## src/rtl/pipe_stage_elastic_if.sv

```systemverilog
// Valid/ready beat channel carrying one payload word plus control bundle.
// master drives the beat, slave returns ready.
interface pipe_stage_elastic_if #(
  parameter int DATA_W = 64,
  parameter int CTRL_W = 24
);
  logic              valid;
  logic              ready;
  logic [DATA_W-1:0] data;
  logic [CTRL_W-1:0] ctrl;

  modport master (
    output valid,
    output data,
    output ctrl,
    input  ready
  );

  modport slave (
    input  valid,
    input  data,
    input  ctrl,
    output ready
  );
endinterface

```

## src/rtl/pipe_stage_elastic.sv

```systemverilog
// Elastic pipeline register: main entry + skid entry, flush squashes both.
// Define PIPE_STAGE_STALL_CNT_EN to add the saturating stall_cnt debug port.
module pipe_stage_elastic #(
  parameter int                 DATA_W   = 64,
  parameter int                 CTRL_W   = 24,
  parameter logic [CTRL_W-1:0]  CTRL_NOP = '0
) (
  input  logic                  Clk,
  input  logic                  Rst,
  pipe_stage_elastic_if.slave   up,
  pipe_stage_elastic_if.master  down,
  input  logic                  flush,
  output logic [1:0]            occupancy
`ifdef PIPE_STAGE_STALL_CNT_EN
  ,
  output logic [31:0]           stall_cnt
`endif
);

  typedef struct packed {
    logic [DATA_W-1:0] data;
    logic [CTRL_W-1:0] ctrl;
  } beat_t;

  localparam beat_t BEAT_RST = '{
    data: '0,
    ctrl: CTRL_NOP
  };

  logic  mainValid;
  logic  skidValid;
  beat_t mainBeat;
  beat_t skidBeat;
  beat_t inBeat;

  logic  xferIn;
  logic  mainFree;

  assign inBeat.data = up.data;
  assign inBeat.ctrl = up.ctrl;

  // Ready comes only from the skid flag, so out_ready never reaches in_ready.
  assign up.ready = ~skidValid;
  assign xferIn   = up.valid & ~skidValid;
  assign mainFree = ~mainValid | down.ready;

  always_ff @(posedge Clk or posedge Rst) begin
    if (Rst) begin
      mainValid <= 1'b0;
      skidValid <= 1'b0;
      mainBeat  <= BEAT_RST;
      skidBeat  <= BEAT_RST;
    end else if (flush) begin
      mainValid <= 1'b0;
      skidValid <= 1'b0;
    end else if (mainFree) begin
      if (skidValid) begin
        mainBeat  <= skidBeat;
        mainValid <= 1'b1;
        skidValid <= 1'b0;
      end else if (xferIn) begin
        mainBeat  <= inBeat;
        mainValid <= 1'b1;
      end else begin
        mainValid <= 1'b0;
      end
    end else if (xferIn) begin
      skidBeat  <= inBeat;
      skidValid <= 1'b1;
    end
  end

  assign down.valid = mainValid;
  assign down.data  = mainBeat.data;
  assign down.ctrl  = mainValid ? mainBeat.ctrl : CTRL_NOP;

  assign occupancy = {1'b0, mainValid} + {1'b0, skidValid};

`ifdef PIPE_STAGE_STALL_CNT_EN
  always_ff @(posedge Clk or posedge Rst) begin
    if (Rst) begin
      stall_cnt <= '0;
    end else if (mainValid && !down.ready && stall_cnt != 32'hFFFF_FFFF) begin
      stall_cnt <= stall_cnt + 32'd1;
    end
  end
`endif

endmodule
```

## src/flat_wrapper.sv

```systemverilog
// flat-port wrapper written by rule: the top's interface ports become plain ports
module pipe_stage_elastic_flat 
#(
  parameter int                 DATA_W   = 64,
  parameter int                 CTRL_W   = 24,
  parameter logic [CTRL_W-1:0]  CTRL_NOP = '0
)
  (Clk, Rst, flush, occupancy, up_valid, up_data, up_ctrl, up_ready, down_valid, down_data, down_ctrl, down_ready);
  pipe_stage_elastic_if #(.DATA_W(DATA_W), .CTRL_W(CTRL_W)) up_i ();
  pipe_stage_elastic_if #(.DATA_W(DATA_W), .CTRL_W(CTRL_W)) down_i ();
  input  logic Clk;
  input  logic Rst;
  input  logic flush;
  output logic [1:0] occupancy;
  input wire logic [$bits(up_i.valid)-1:0] up_valid;
  input wire logic [$bits(up_i.data)-1:0] up_data;
  input wire logic [$bits(up_i.ctrl)-1:0] up_ctrl;
  output wire logic [$bits(up_i.ready)-1:0] up_ready;
  output wire logic [$bits(down_i.valid)-1:0] down_valid;
  output wire logic [$bits(down_i.data)-1:0] down_data;
  output wire logic [$bits(down_i.ctrl)-1:0] down_ctrl;
  input wire logic [$bits(down_i.ready)-1:0] down_ready;
  assign up_i.valid = up_valid;
  assign up_i.data = up_data;
  assign up_i.ctrl = up_ctrl;
  assign up_ready = up_i.ready;
  assign down_valid = down_i.valid;
  assign down_data = down_i.data;
  assign down_ctrl = down_i.ctrl;
  assign down_i.ready = down_ready;
  pipe_stage_elastic #(.DATA_W(DATA_W), .CTRL_W(CTRL_W), .CTRL_NOP(CTRL_NOP)) u_core (.Clk(Clk), .Rst(Rst), .up(up_i), .down(down_i), .flush(flush), .occupancy(occupancy));
endmodule
```

## config.mk

```make
export PLATFORM = sky130hd
export DESIGN_NAME = pipe_stage_elastic_flat
export DESIGN_NICKNAME = d
export VERILOG_FILES = /design/src/rtl/pipe_stage_elastic_if.sv /design/src/rtl/pipe_stage_elastic.sv /design/src/flat_wrapper.sv
export SDC_FILE = /design/constraint.sdc
export NUM_CORES = 1
export LEC_CHECK = 0
export ABC_AREA = 1
export BUFFER_PORTS_ARGS = -buffer_cell sky130_fd_sc_hd__buf_2
export CAP_MARGIN = 30
export CORE_AREA = 2 2 130 132
export CTS_CLUSTER_DIAMETER = 50
export DETAILED_ROUTE_END_ITERATION = 6
export DIE_AREA = 0 0 132 134
export HOLD_SLACK_MARGIN = 0.06
export PLACE_DENSITY = 0.78
export SLEW_MARGIN = 20
export SYNTH_ARGS = -nofsm -noshare
export SYNTH_HDL_FRONTEND = slang
export SYNTH_SLANG_ARGS = --single-unit
```

## constraint.sdc

```tcl
create_clock -name Clk -period 8.2 [get_ports Clk]
set_input_delay 1.64 -clock Clk [delete_from_list [all_inputs] [get_ports Clk]]
set_output_delay 1.64 -clock Clk [all_outputs]
set_load 0.01 [all_outputs]
```

==> results.json, run 1 <==
{
  "status": "completed",
  "clk_path_buf_depth": 2,
  "grt_max_degree": 106,
  "max_slew.worst_pin.slew_ns": 0.997,
  "peakVddDrop_mv": 0.144,
  "initial_core_util_pct": 53.9,
  "required_ns": 8.52,
  "fin_skew_ns": 0.0107,
  "antenna_found_initial": 1,
  "drive_gt1_share_pct": 19.0,
  "drt-vias-per-instance": 5.07,
  "final_hold_viol_count": 0,
  "power.switching_mw": 0.704,
  "drt_drc_violations_left": 0,
  "grtUsageTotal_pct": 24.0,
  "dr.pass1.iters": 5,
  "synthesis.nets": 1271,
  "cts.htree.levels": 4,
  "first_global_vias": 6962,
  "rsz0062_at_grt": "no",
  "cts_root_buf": "clkbuf_16",
  "synth_top_area_share_pct": 50.7,
  "pwr-share-clk_pct": 34.7,
  "wl_met2_um": 9940,
  "crit_arrival_ns": 3.77,
  "clock_sink_count": 178,
  "path_buf_inv": 4,
  "gp_congestion": 0.757,
  "ys_seq_area_share_pct": 50.7,
  "clock_insertion_delay_worst_skew_ns": 0.43,
  "setup_viol": 0,
  "end_kind": "flop",
  "min_period_over_period_pct": 42.1,
  "pwr-share-seq_pct": 48.5,
  "ys_seq_elements": 178,
  "io_pins": 185,
  "wirelength_um": 20800,
  "die_area_um2": 17700,
  "finalSetupTns_ns": 0,
  "p_int_mw": 1.68,
  "clkSlewWorstSetupHoldPaths_ns": 0.07,
  "timing.fmax_ghz": 0.290,
  "cts_resized": 0,
  "grt_pass1_wl_um": 34500,
  "comb_power_share_pct": 16.8,
  "cts_hold_buf": 0,
  "met3WireLength_um": 1110,
  "hpwl_um": 12200,
  "drtIter0Drc": 529,
  "wl_per_cell_um": 14.0,
  "overflow": 0,
  "power_mw": 2.38,
  "io_buffer_count": 184,
  "pre_cts_ws_ns": 4.28,
  "netlist_instances": 1177,
  "drv_slew": 0,
  "critical-path-max-stage-delay_ns": 0.75,
  "path_class": "input pin to flop",
  "coreArea_um2": 16300,
  "areaGrowthSynthToFinish_pct": 14.1,
  "num_rows": 47,
  "crit_chain": "buf_2, inv_2, nor2_4, buf_4, nand3_4, buf_16, nand2_1, nand2_1",
  "sw_frac_of_total_pct": 29.5,
  "yosys_warnings": 0,
  "cts_tree": "yes",
  "cts_setup_buffers": 0,
  "routed.top_layer": "met4",
  "hold_path_class": "flop to flop",
  "max_cap_viol_count": 0,
  "p_leak_nw": 5.95,
  "setup_ws_ns": 4.75,
  "vias": 7546,
  "worst_path_max_delay_cell": "buf_4",
  "synth_area_leaders": "dfrtp_1, nand2_1, nand3_1",
  "startpoint_type": "input pin",
  "die_height_um": 134,
  "wl_met1_um": 9430,
  "syn_area_um2": 8780,
  "detail-route-antenna-nets": 0,
  "layout_min_cycle_time_ns": 3.45,
  "p_per_area_nw_per_um2": 238,
  "ys_types": 16,
  "die_w_um": 132,
  "syn_area_per_cell_um2": 7.46,
  "crit_top_cell": "nand2_1",
  "yosysTopAreaCell": "dfrtp_1",
  "cts_buffers": 17,
  "relSlewSlack_pct": 33.5,
  "crit_family": "buffers and inverters",
  "cp_max_fo": 89,
  "nNetsFinal": 1347
}
-- final timing paths --
path	startpoint	to	slack [ns]	depth (start not counted)
worst min-delay path	u_core.skidBeat[16]	u_core.skidBeat[16]	0.47	2
worst min register to register	u_core.skidBeat[16]	u_core.skidBeat[16]	0.47	2
max in group asynchronous	Rst	u_core.mainBeat[18]	5.89	4
min in group asynchronous	Rst	u_core.skidBeat[42]	1.25	2
worst max register to register	u_core.skidValid	u_core.skidBeat[51]	5.10	7
worst max-delay path	up_valid	u_core.skidBeat[51]	4.75	8
-- flip-flops by register name, indices dropped and copies added, names as in the netlist --
signal and cells:
u_core.skidBeat 88, u_core.mainBeat 24, u_core.skidValid 1, u_core.down.valid 1
u_core.down.data 64
-- cell usage in the layout, fill, tap and decap left out --
| cell | n |
|---|---|
| nand2_2 | 1 |
| inv_6 | 5 |
| clkinv_2 | 3 |
| inv_2 | 2 |
| clkbuf_8 | 1 |
| bufinv_16 | 2 |
| clkbuf_1 | 1 |
| buf_16 | 7 |
| nor2_2 | 1 |
| nand2_1 | 642 |
| buf_2 | 184 |
| nand3_1 | 176 |
| dfrtp_1 | 177 |
| buf_4 | 6 |
| clkinvlp_4 | 2 |
| clkbuf_16 | 17 |
| ha_1 | 1 |
| dfrtp_4 | 1 |
| nand3_4 | 3 |
| diode_2 | 1 |
| nor2_4 | 3 |
| clkinv_4 | 2 |
| inv_8 | 1 |
| nor2_1 | 2 |
| inv_1 | 26 |
-- per-layer routing --
metal  global-route usage (%)  up-vias
li1                         -     3736
met5                        0        -
met2                     38.3      218
met3                     4.57       30
met1                     33.3     3562
met4                     7.91        0
-- Yosys cell counts --
library cell	n
buf_2	24
buf_1	9
buf_6	2
nand2_1	642
dfrtp_1	178
inv_2	3
buf_4	68
nand2_2	1
ha_1	1
nand3_2	3
nor2_4	3
nor2_1	2
nor2_2	1
inv_1	27
clkbuf_1	37
nand3_1	176
-- cells by family after synthesis --
kind of cell	Yosys count	synth area share, %
simple gates	828	38.4
buf+inv	170	10.7
flops	178	50.7
fa+ha+maj	1	0.142
-- tightest hold or removal path: stages (launching register included) --
cell	delay [ns]
dfrtp_1	0.34
nand2_1	0.05
nand2_1	0.04
-- metrics by stage --
stage / cell area [um^2] / util (%) / hold slack [ns] / instances
floorplan: 8780 / - / 0.442 / 1177
global placement: 9230 / 56.6 / 0.452 / 1447
detailed placement: 9340 / 57.3 / 0.459 / 1451
CTS: 9930 / 61.0 / 0.475 / 1483
global route: 10000 / 61.5 / 0.485 / 1487
finish: 10000 / 61.5 / 0.472 / 1487
-- power by group through the flow --
stage / combinational, mW / clock, mW / sequential [mW]
6_report: 0.400 / 0.827 / 1.15
5_1_grt: 0.462 / 0.873 / 1.17
4_1_cts: 0.403 / 0.837 / 1.15
3_5_place_dp: 0.402 / 0 / 1.16
3_3_place_gp: 0.380 / 0 / 1.16
2_1_floorplan: 0.334 / 0 / 1.14
-- area by class of cell --
type	count	area, um^2
tap	220	275
clock inverter	13	149
antenna	1	2.50
timing repair buffer	197	1160
clock buffer	19	443
multi-input combinational	829	3410
sequential	178	4460
inverter	30	119
fill	1472	6270
Power figures use the tool's default switching activity.
==> run 2: changes to the inputs <==
==> constraint.sdc (replaced) <==
create_clock -name Clk -period 3.4 [get_ports Clk]
set_input_delay 0.68 -clock Clk [delete_from_list [all_inputs] [get_ports Clk]]
set_output_delay 0.68 -clock Clk [all_outputs]
set_load 0.01 [all_outputs]
==> run 2 against run 1 <==
Compared with the run above: register-to-register slack lost 4.0 ns; global-route usage grew 0.71 points; sequential share of layout area grew 0.15 points; die area is the same; utilization shrank 0.20 points; wire length grew 3.2%; power grew 140%; count of clock-buffer cells in the layout grew 4.
==> results.json, run 2 (synthesis results as in run 1) <==
{
  "cts_setup_buffers": 0,
  "cp_max_fo": 19,
  "die_area_um2": 17700,
  "max_cap_viol_count": 0,
  "cts_hold_buf": 0,
  "largest_reg_flops": 88,
  "die_height_um": 134,
  "path_class": "flop to output port",
  "peakVddDrop_mv": 0.338,
  "num-fill-cells": 1528,
  "nNetsFinal": 1349,
  "drtIter0Drc": 665,
  "p_int_mw": 4.14,
  "min_period_over_period_pct": 74.6,
  "comb_power_share_pct": 16.8,
  "areaGrowthSynthToFinish_pct": 13.7,
  "stdcell_area_um2": 9980,
  "overflow": 0,
  "layout_min_cycle_time_ns": 2.54,
  "hold_path_class": "input pin to async pin",
  "clock_sink_count": 178,
  "grtUsageMet1_pct": 32.9,
  "vias": 7604,
  "p_leak_nw": 5.93,
  "hpwl_um": 12300,
  "finalSetupTns_ns": 0,
  "relSlewSlack_pct": 34.3,
  "final_hold_viol_count": 0,
  "clk_path_buf_depth": 2,
  "cts_root_buf": "clkbuf_16",
  "setup_viol": 0,
  "timing.fmax_ghz": 0.394,
  "final_common_cell": "nand2_1",
  "detail-route-antenna-nets": 0,
  "antenna_found_initial": 3,
  "initial_core_util_pct": 53.9,
  "grt.busiest_layer": "met2",
  "fin_cells": 1489,
  "end_kind": "output port",
  "grt_pass1_wl_um": 35200,
  "sw_frac_of_total_pct": 28.3,
  "pwr-share-seq_pct": 48.1,
  "clkSlewWorstSetupHoldPaths_ns": 0.07,
  "grt_util_met2_pct": 39.9,
  "die_w_um": 132,
  "max_slew.worst_pin.slew_ns": 0.986,
  "pwr-share-clk_pct": 35.1,
  "drt_drc_violations_left": 0,
  "grt_max_degree": 107,
  "drt-vias-per-instance": 5.11,
  "final_cell_mix": "nand2_1, buf_2, dfrtp_1",
  "cts_tree": "yes",
  "cts_buffers": 17,
  "status": "completed",
  "coreArea_um2": 16300,
  "final_core_util_pct": 61.3,
  "cts_resized": 0,
  "p_per_area_nw_per_um2": 579,
  "io_buffer_count": 184,
  "rsz0062_at_grt": "no",
  "wl_per_cell_um": 14.4,
  "dr.pass1.iters": 4,
  "grtUsageMet3_pct": 4.76,
  "fin_skew_ns": 0.0105,
  "power.switching_mw": 1.64,
  "drv_slew": 0,
  "first_global_vias": 7087,
  "drive_gt1_share_pct": 18.9,
  "crit_arrival_ns": 1.86,
  "required_ns": 2.72,
  "clock_insertion_delay_worst_skew_ns": 0.43,
  "num_rows": 47,
  "place_area_um2": 9320,
  "io_pins": 185,
  "regMostFlops": "u_core.skidBeat",
  "startpoint_type": "flop",
  "gp_congestion": 0.769,
  "cts.htree.levels": 4,
  "dp.cells": 1454,
  "wirelength_um": 21500,
  "grtUsageTotal_pct": 24.7
}
[run 2: changes by cell type in the layout (fill, tap and decap cells not counted), sizes merged]
| cell | delta |
|---|---|
| clkinv | -1 |
| clkbuf | +4 |
| inv | -6 |
| clkinvlp | +1 |
| bufinv | +1 |
| buf | +2 |
| diode | +1 |
[run 2: worst paths after layout]
kind | cells after the start | slack, ns | from | end
worst min-delay path | 3 | 0.37 | Rst | u_core.down.data[50]
min in group Clk | 2 | 0.47 | u_core.skidBeat[64] | u_core.skidBeat[64]
worst max-delay path | 4 | 0.86 | u_core.down.valid | down_ctrl[17]
worst min register to register | 2 | 0.47 | u_core.skidBeat[64] | u_core.skidBeat[64]
worst max register to register | 5 | 1.14 | u_core.down.valid | u_core.mainBeat[19]
max in group asynchronous | 3 | 2.48 | Rst | u_core.skidBeat[40]
[run 2: critical path, cell delays in order, from the launching register on]
cell,delay [ns]
dfrtp_1,0.80
buf_4,0.32
nand2_1,0.07
inv_1,0.10
buf_2,0.14
[run 2: layout make-up]
class / count / area (um^2) / share of cell area, %
Sequential cell: 178 / 4460 / 44.7
Multi-Input combinational cell: 829 / 3410 / 34.2
Timing Repair Buffer: 199 / 1110 / 11.1
Clock buffer: 23 / 478 / 4.79
Tap cell: 220 / 275 / 2.76
Clock inverter: 8 / 128 / 1.28
Inverter: 30 / 118 / 1.18
Antenna cell: 2 / 5.00 / 0.0501
[run 2: metrics by stage]
| step | setup WS [ns] | total power [mW] | hold WS, ns |
|---|---|---|---|
| after floorplan | 0.439 | 3.56 | 0.442 |
| after global placement | 0.993 | 3.74 | 0.453 |
| after detailed placement | 1.00 | 3.78 | 0.458 |
| after CTS | 0.537 | 5.81 | 0.393 |
| after global routing | 0.761 | 6.09 | 0.414 |
| final | 0.862 | 5.78 | 0.371 |
[run 2: per-layer routing]
metal	wire [um]	part of all wire [%]
met1	9250	43
met2	10400	49
met3	1310	6.1
met4	510	2.4
met5	13	0.060
[run 2: power groups by stage]
| stage | clock network [mW] | registers, mW | logic, mW |
|---|---|---|---|
| floorplan | 0 | 2.76 | 0.805 |
| global placement | 0 | 2.80 | 0.938 |
| detailed placement | 0 | 2.81 | 0.967 |
| CTS | 2.06 | 2.78 | 0.975 |
| global route | 2.15 | 2.83 | 1.11 |
| finish | 2.03 | 2.78 | 0.968 |
